`config.mk`:
```
export PLATFORM = sky130hd
export DESIGN_NAME = sensor_alarm_ctrl
export DESIGN_NICKNAME = d
export VERILOG_FILES = /design/src/rtl/sensor_alarm_ctrl.sv
export SDC_FILE = /design/constraint.sdc
export NUM_CORES = 1
export LEC_CHECK = 0
export ABC_CLOCK_PERIOD_IN_PS = 2800
export CORE_AREA = 10 10 89 91
export CTS_CLUSTER_DIAMETER = 100
export DETAILED_ROUTE_END_ITERATION = 8
export DIE_AREA = 0 0 99 101
export SETUP_SLACK_MARGIN = 0.2
export SKIP_LAST_GASP = 1
export SLEW_MARGIN = 15
export SYNTH_ARGS = -nofsm -noshare
export SYNTH_HDL_FRONTEND = slang
export SYNTH_SLANG_ARGS = --single-unit
```
`constraint.sdc`:
```
create_clock -name clk -period 2.8 [get_ports clk]
set_input_delay 0.7 -clock clk [delete_from_list [all_inputs] [get_ports clk]]
set_output_delay 0.7 -clock clk [all_outputs]
set_load 0.05 [all_outputs]
```
`src/rtl/sensor_alarm_ctrl.sv`:
```
// Multi-channel sensor alarm controller: debounces sensor inputs and drives a
// one-hot buzzer for the highest-priority qualified channel, then cools down.
//
// state     | meaning
// ----------+---------------------------------------------------------------
// S_IDLE    | waiting for any sensor bit
// S_QUALIFY | counting consecutive samples of the same candidate channel
// S_ALARM   | buzzer on; sensors ignored until timeout or ack
// S_COOL    | post-alarm window; sensors ignored for COOLDOWN cycles
module sensor_alarm_ctrl #(
    parameter int NUM_CH    = 3,
    parameter int DEBOUNCE  = 7,
    parameter int ALARM_LEN = 31,
    parameter int CNT_W     = 5,
    parameter int COOLDOWN  = 4
) (
    input  logic              clk,
    input  logic              rst,
    input  logic [NUM_CH-1:0] sensor,
    input  logic              latch_mode,
    input  logic              ack,
    output logic [NUM_CH-1:0] buzzer,
    output logic              alarm_active,
    output logic [2:0]        alarm_ch,
    output logic [7:0]        event_count
);

    // Debounce counter is widened when DEBOUNCE does not fit in CNT_W bits.
    localparam int D_W = ($clog2(DEBOUNCE + 1) > CNT_W) ? $clog2(DEBOUNCE + 1) : CNT_W;

    localparam logic [D_W-1:0]   DEB_TC  = D_W'(DEBOUNCE);
    localparam logic [D_W-1:0]   D_ONE   = D_W'(1);
    localparam logic [CNT_W-1:0] ALEN_TC = CNT_W'(ALARM_LEN);
    localparam logic [CNT_W-1:0] COOL_TC = CNT_W'(COOLDOWN);
    localparam logic [CNT_W-1:0] C_ONE   = CNT_W'(1);

    typedef enum logic [1:0] {
        S_IDLE,
        S_QUALIFY,
        S_ALARM,
        S_COOL
    } state_t;

    state_t           state;
    logic [2:0]       track_ch;
    logic [2:0]       cand;
    logic             any;
    logic [D_W-1:0]   dcnt;
    logic [CNT_W-1:0] acnt;
    logic [CNT_W-1:0] ccnt;
    logic             go_alarm;
    logic             alarm_done;

    // Lowest-index asserted bit wins.
    always_comb begin
        cand = '0;
        for (int i = NUM_CH - 1; i >= 0; i--) begin
            if (sensor[i]) begin
                cand = 3'(i);
            end
        end
    end

    assign any = |sensor;

    function automatic logic [NUM_CH-1:0] onehot(input logic [2:0] ch);
        logic [NUM_CH-1:0] v;
        v = '0;
        for (int i = 0; i < NUM_CH; i++) begin
            if (3'(i) == ch) begin
                v[i] = 1'b1;
            end
        end
        return v;
    endfunction

    always_comb begin
        go_alarm = 1'b0;
        if (state == S_IDLE) begin
            go_alarm = any && (DEBOUNCE == 1);
        end else if (state == S_QUALIFY) begin
            go_alarm = any && (cand == track_ch) && ((dcnt + D_ONE) == DEB_TC);
        end
    end

    assign alarm_done = ack || (!latch_mode && (acnt >= ALEN_TC));

    always_ff @(posedge clk or posedge rst) begin
        if (rst) begin
            state        <= S_IDLE;
            track_ch     <= '0;
            dcnt         <= '0;
            acnt         <= '0;
            ccnt         <= '0;
            buzzer       <= '0;
            alarm_active <= 1'b0;
            alarm_ch     <= '0;
            event_count  <= '0;
        end else begin
            case (state)
                S_IDLE: begin
                    if (any) begin
                        track_ch <= cand;
                        dcnt     <= D_ONE;
                        state    <= S_QUALIFY;
                    end else begin
                        dcnt <= '0;
                    end
                end
                S_QUALIFY: begin
                    if (!any) begin
                        dcnt  <= '0;
                        state <= S_IDLE;
                    end else if (cand != track_ch) begin
                        track_ch <= cand;
                        dcnt     <= D_ONE;
                    end else begin
                        dcnt <= dcnt + D_ONE;
                    end
                end
                S_ALARM: begin
                    if (alarm_done) begin
                        buzzer       <= '0;
                        alarm_active <= 1'b0;
                        ccnt         <= '0;
                        dcnt         <= '0;
                        state        <= (COOLDOWN == 0) ? S_IDLE : S_COOL;
                    end else if (acnt < ALEN_TC) begin
                        acnt <= acnt + C_ONE;
                    end
                end
                S_COOL: begin
                    ccnt <= ccnt + C_ONE;
                    if ((ccnt + C_ONE) == COOL_TC) begin
                        dcnt  <= '0;
                        state <= S_IDLE;
                    end
                end
                default: begin
                    state <= S_IDLE;
                end
            endcase

            // Alarm entry overrides the IDLE/QUALIFY next-state chosen above.
            if (go_alarm) begin
                buzzer       <= onehot(cand);
                alarm_active <= 1'b1;
                alarm_ch     <= cand;
                acnt         <= C_ONE;
                state        <= S_ALARM;
                if (event_count != 8'hFF) begin
                    event_count <= event_count + 8'd1;
                end
            end
        end
    end

endmodule

```
**Word level (Yosys, flattened, before mapping)**

Cells that the tools add are included.

- Register bits: 35
- Bits of input ports: 7

- Add/sub/neg operators: 4
- $lt $le $gt $ge: 2
- Equality and inequality tests: 20
- Mux-type cells: 35
- Reductions and logical operators: 20

Operator list:

| kind | count |
|---|---|
| $mux 5 | 8 |
| $mux 3 | 8 |
| $pmux 5 s4 | 1 |
| $add 5x1->5 const B | 3 |
| $mux 2 | 6 |
| $ne 3x3->1 const B | 4 |
| $eq 5x3->1 const B | 2 |
| $ne 2x2->1 const B | 5 |
| $pmux 5 s2 | 1 |
| $reduce_bool 2->1 | 5 |
| $mux 1 | 9 |
| $add 8x1->8 const B | 1 |
| $ne 8x8->1 const B | 1 |
| $pmux 2 s4 | 1 |
| $reduce_and 2->1 | 4 |
| $reduce_and 4->1 | 2 |
| $pmux 3 s2 | 1 |
| $ge 5x5->1 const B | 1 |
| $lt 5x5->1 const B | 1 |
| $eq 2x2->1 const B | 2 |
| $eq 1x3->1 const A | 1 |
| $eq 2x3->1 const A | 1 |
| $eq 3x3->1 | 1 |
| $logic_and 1x1->1 | 3 |
| 9 further kinds | 9 |

**Logic depth before layout (Yosys ltp)**

- Word-level depth: 10
- Mapped depth: 8
- Mapped depth without buffers: 8

**Worst setup path before layout**

No wires, ideal clock.

- Path kind: input-to-reg
- Start point: input port sensor[1]
- End point: register alarm_ch[1]
- Arrival: 1963 ps
- Data required time: 2675 ps
- Slack: 711 ps
- Stages on the path: 7
- Path buffers: 2
- Cell sequence: o21ba_2 nor4b_1 or2_1 buf_6 and2_4 buf_6 mux2_4

- Longest elaborated chain between the ends: 7
- Elaborated cells between the ends (all ways): 8

RTL lines:

| element | line | RTL |
|---|---|---|
| start, declared | 19 | `input logic [NUM_CH-1:0] sensor,` |
| $mux 3 (2 in series) | 58 | `if (sensor[i]) begin` |
| $eq 3x3->1 | 82 | `go_alarm = any && (cand == track_ch) && ((dcnt + D_ONE) == DEB_TC);` |
| $logic_and 1x1->1 (2 in series) | 82 |  |
| $mux 1 | 81 | `end else if (state == S_QUALIFY) begin` |
| $mux 1 | 79 | `if (state == S_IDLE) begin` |
| end signal, assigned | 148 | `alarm_ch <= cand;` |
| end, declared | 24 | `output logic [2:0] alarm_ch,` |

Several ways; a longest one is shown, not always the timed one.
A chain may end at the register's enable or synchronous reset.

**Worst setup path after layout**

- Start point: input port sensor[1]
- End point: register alarm_ch[0]

The elaborated chain is that of the path after synthesis.

==> key figures <==
Synthesis
  – Synth cell count leaders: dfrtp_1 (33), nand2_1 (19), nor2_1 (12), nand3_1 (8)
  – Synth area leader: dfrtp_1
  – YS warnings: 0
  – Most frequent cell after synthesis: dfrtp_1
  – Syn_area_per_cell: 10.1 um2
  – Share of Yosys cell area claimed by the top area cell type: 46.3%
  – Number of flops mapped to enable cells by yosys: 0
  – Sequential area share after synthesis: 46.3%
  – Post-Syn Area: roughly 1800 um2
  – Cell count after synthesis: ~180
  – Largest cells by area after synthesis: dfrtp_1 (46%), ha_1 (4.2%), nand2_1 (4.0%)
  – Post-synthesis cell type count: 52
  – FF+latch count, synth: 33
  – Post-synth net total: 190
  – Ys async rst share: 100%
  – Top FF cell, synth: dfrtp_1

Timing
  – Share of the clock period used by the worst path: approximately 89%
  – Fmax: between 400 and 500 MHz
  – Fin. max-slew vios: 0
  – Final setup viols: 0
  – WHS: ~0.48 ns
  – Max_slew headroom: approximately 65%
  – RSZ-0062 raised after global routing: no
  – Setup TNS: 0 ns
  – Worst-margin pin slew: 0.527 ns
  – Shortest period the worst path allows: 2.48 ns
  – Worst clock skew: between 0.01 and 0.015 ns
  – Final Worst Setup Slack: 0.318 ns
  – Final hold violation count: 0

Worst hold path
  – Worst Hold Depth: 1
  – Min-delay src: ccnt[4]
  – Hold Path Class: flip-flop to flip-flop
  – Hold Path End: ccnt[4]

CTS
  – Resized cells post-CTS: 0
  – Hold buffer count at CTS: 0
  – CTS buffer count: 5
  – CTS tree: built
  – TritonCTS Sinks: 33
  – Setup repair bufs after CTS: 0
  – Htree depth: 2
  – Reg clk slew, reported paths: ~0.080 ns
  – Root Driver: clkbuf_8
  – Worst-Skew Late Latency: between 0.2 and 0.3 ns
  – Clock Path Buffers: 2

Setup path
  – Worst Reg-to-Reg Cells: 8
  – Kind of critical path: input pin to flip-flop
  – R2R Path Start: acnt[0]
  – Crit-path max FO: 11
  – Startpoint Class: input pin
  – Critical-path cell list: clkdlybuf4s50_1 -> o21ba_2 -> nor4b_1 -> or2_1 -> and2_4 -> mux2_2
  – Worst r2r dst: acnt[3]
  – Arrival @ worst endpoint: roughly 2.7 ns
  – Register-to-register setup slack: slightly above 0.7 ns
  – CP required: 2.96 ns
  – CP max-delay cell: clkdlybuf4s50_1
  – Worst Setup End Kind: flip-flop
  – CP peak stage delay: 0.49 ns

Global routing
  – First-pass GRT wire length: ~6400 um
  – Residual overflow from global routing: 0
  – Pin count of the biggest net entering global routing: 34
  – Vias in the first global route: ~1400
  – Gr usage total: under 10%
  – Initial antenna violation count: 0

Route
  – Routed WL: between 3000 and 4000 um
  – Initial DRC count: 83
  – First drt pass iteration count: 5
  – Via count: around 1400
  – Routed vias/inst: around 5
  – Remaining antenna violation count: 0
  – DRC viols: 0
  – Avg WL per Cell: approximately 13 um

Placed design
  – # port buffers: 20
  – GPL Wtd Cong: 0.791
  – Placed Instances: 273
  – DP Worst Slack: between 0.02 and 0.03 ns
  – Dpl hpwl: ~2700 um

Job
  – Max-cap violations: 0

Pwr
  – Worst VDD drop: 325 uV
  – Final Total Pwr: approximately 1.6 mW
  – Power density over the cells: roughly 740 nW/um2
  – LEAKAGE: roughly 0.99 nW

Die
  – CORE AREA: 6200 um2
  – Die X: 99 um
  – Row cnt: 29
  – Die H: 101 um
  – Die ar.: between 9000 and 10000 um2
  – # IOs: 22
  – Initial Utilization: roughly 29%

Final layout
  – Area grow syn2layout: 22.0%
  – Nets@finish: between 200 and 250
  – Ant diodes: 0
  – Share of cells above drive strength 1: about 11%
  – Cell Count, Final, Fillers Out: about 280

Run status
  – Status: completed
[layout by cell type, fill, tap and decap left out, drive strengths merged, types with 3 or more instances in the layout]
| cell type | synthesis | final |
|---|---|---|
| ha | 6 | 6 |
| dfrtp | 33 | 33 |
| a31oi | 7 | 7 |
| o21ai | 4 | 4 |
| a22o | 4 | 4 |
| a211o | 3 | 3 |
| nor2b | 4 | 4 |
| xnor2 | 3 | 3 |
| nor2 | 12 | 12 |
| mux2 | 3 | 3 |
| nand2 | 19 | 19 |
| clkbuf | 1 | 7 |
| nor3 | 4 | 4 |
| buf | 6 | 6 |
| a21oi | 7 | 7 |
| nand3 | 9 | 9 |
| nand2b | 5 | 5 |
| and3 | 5 | 5 |
| clkdlybuf4s50 | 0 | 20 |
| inv | 4 | 4 |
[registers in the layout (all words and copies together), names as in the netlist]
| name | cells |
|---|---|
| acnt | 5 |
| alarm_active | 1 |
| alarm_ch | 2 |
| buzzer | 3 |
| ccnt | 5 |
| dcnt | 5 |
| event_count | 8 |
| state | 2 |
| track_ch | 2 |
[kinds of logic (layout without fill, tap and decap cells)]
group           after synthesis  after routing  share of synthesized area [%]
xor+xnor                      5              5                           2.46
other cells                   1              1                          0.210
fa+ha+maj                     6              6                           4.21
flops                        33             33                           46.3
buf+inv                      11             38                           3.72
mux                           5              5                           3.23
simple gates                 73             73                           21.9
compound gates               43             43                           18.0
[metrics by stage]
stage / instance area, um2 / utilization, %
after global placement: 2070 / 33.4
final: 2170 / 35.0
after global routing: 2170 / 35.0
after CTS: 2170 / 35.0
after detailed placement: 2070 / 33.4
after floorplan: 1780 / -
[worst max path at each step]
stage               startpoint          end  slack, ns  cells after the start
floorplan            sensor[1]  alarm_ch[1]       0.71                      7
global placement     sensor[0]  alarm_ch[0]       0.10                      6
detailed placement   sensor[0]  alarm_ch[0]       0.03                      6
CTS                  sensor[0]  alarm_ch[0]       0.32                      6
global route         sensor[1]  alarm_ch[0]       0.21                      6
finish               sensor[1]  alarm_ch[0]       0.32                      6
[critical path, delay by kind of cell]
kind | cells | cell delay [ns]
AOI/OAI and AO/OA | 1 | 0.26
buffers and inverters | 1 | 0.49
muxes | 1 | 0.35
and+or+nand+nor | 3 | 0.84
[area by class of cell]
class                           instances  area [um2]
Timing Repair Buffer                   26         245
Clock buffer                            7        96.3
Sequential cell                        33         826
Tap cell                               77        96.3
Clock inverter                          1        5.00
Inverter                                4        15.0
Fill cell                             619        4030
Multi-Input combinational cell        133         891
[layer usage]
layer | vias up | GRT usage, % | share of wire, % | wire length, um
li1 | 693 | - | - | -
met1 | 686 | 8.89 | 46 | 1740
met2 | 25 | 12.3 | 47 | 1790
met3 | 5 | 3.29 | 6.4 | 242
met4 | 0 | 2.32 | 0.50 | 19
met5 | - | 0 | 0 | 0
[report_power, final]
part / internal, mW / switching [mW] / total, mW
clock: 0.222 / 0.179 / 0.402
combinational: 0.229 / 0.252 / 0.481
sequential: 0.586 / 0.151 / 0.737
Power figures use the tool's default switching activity.
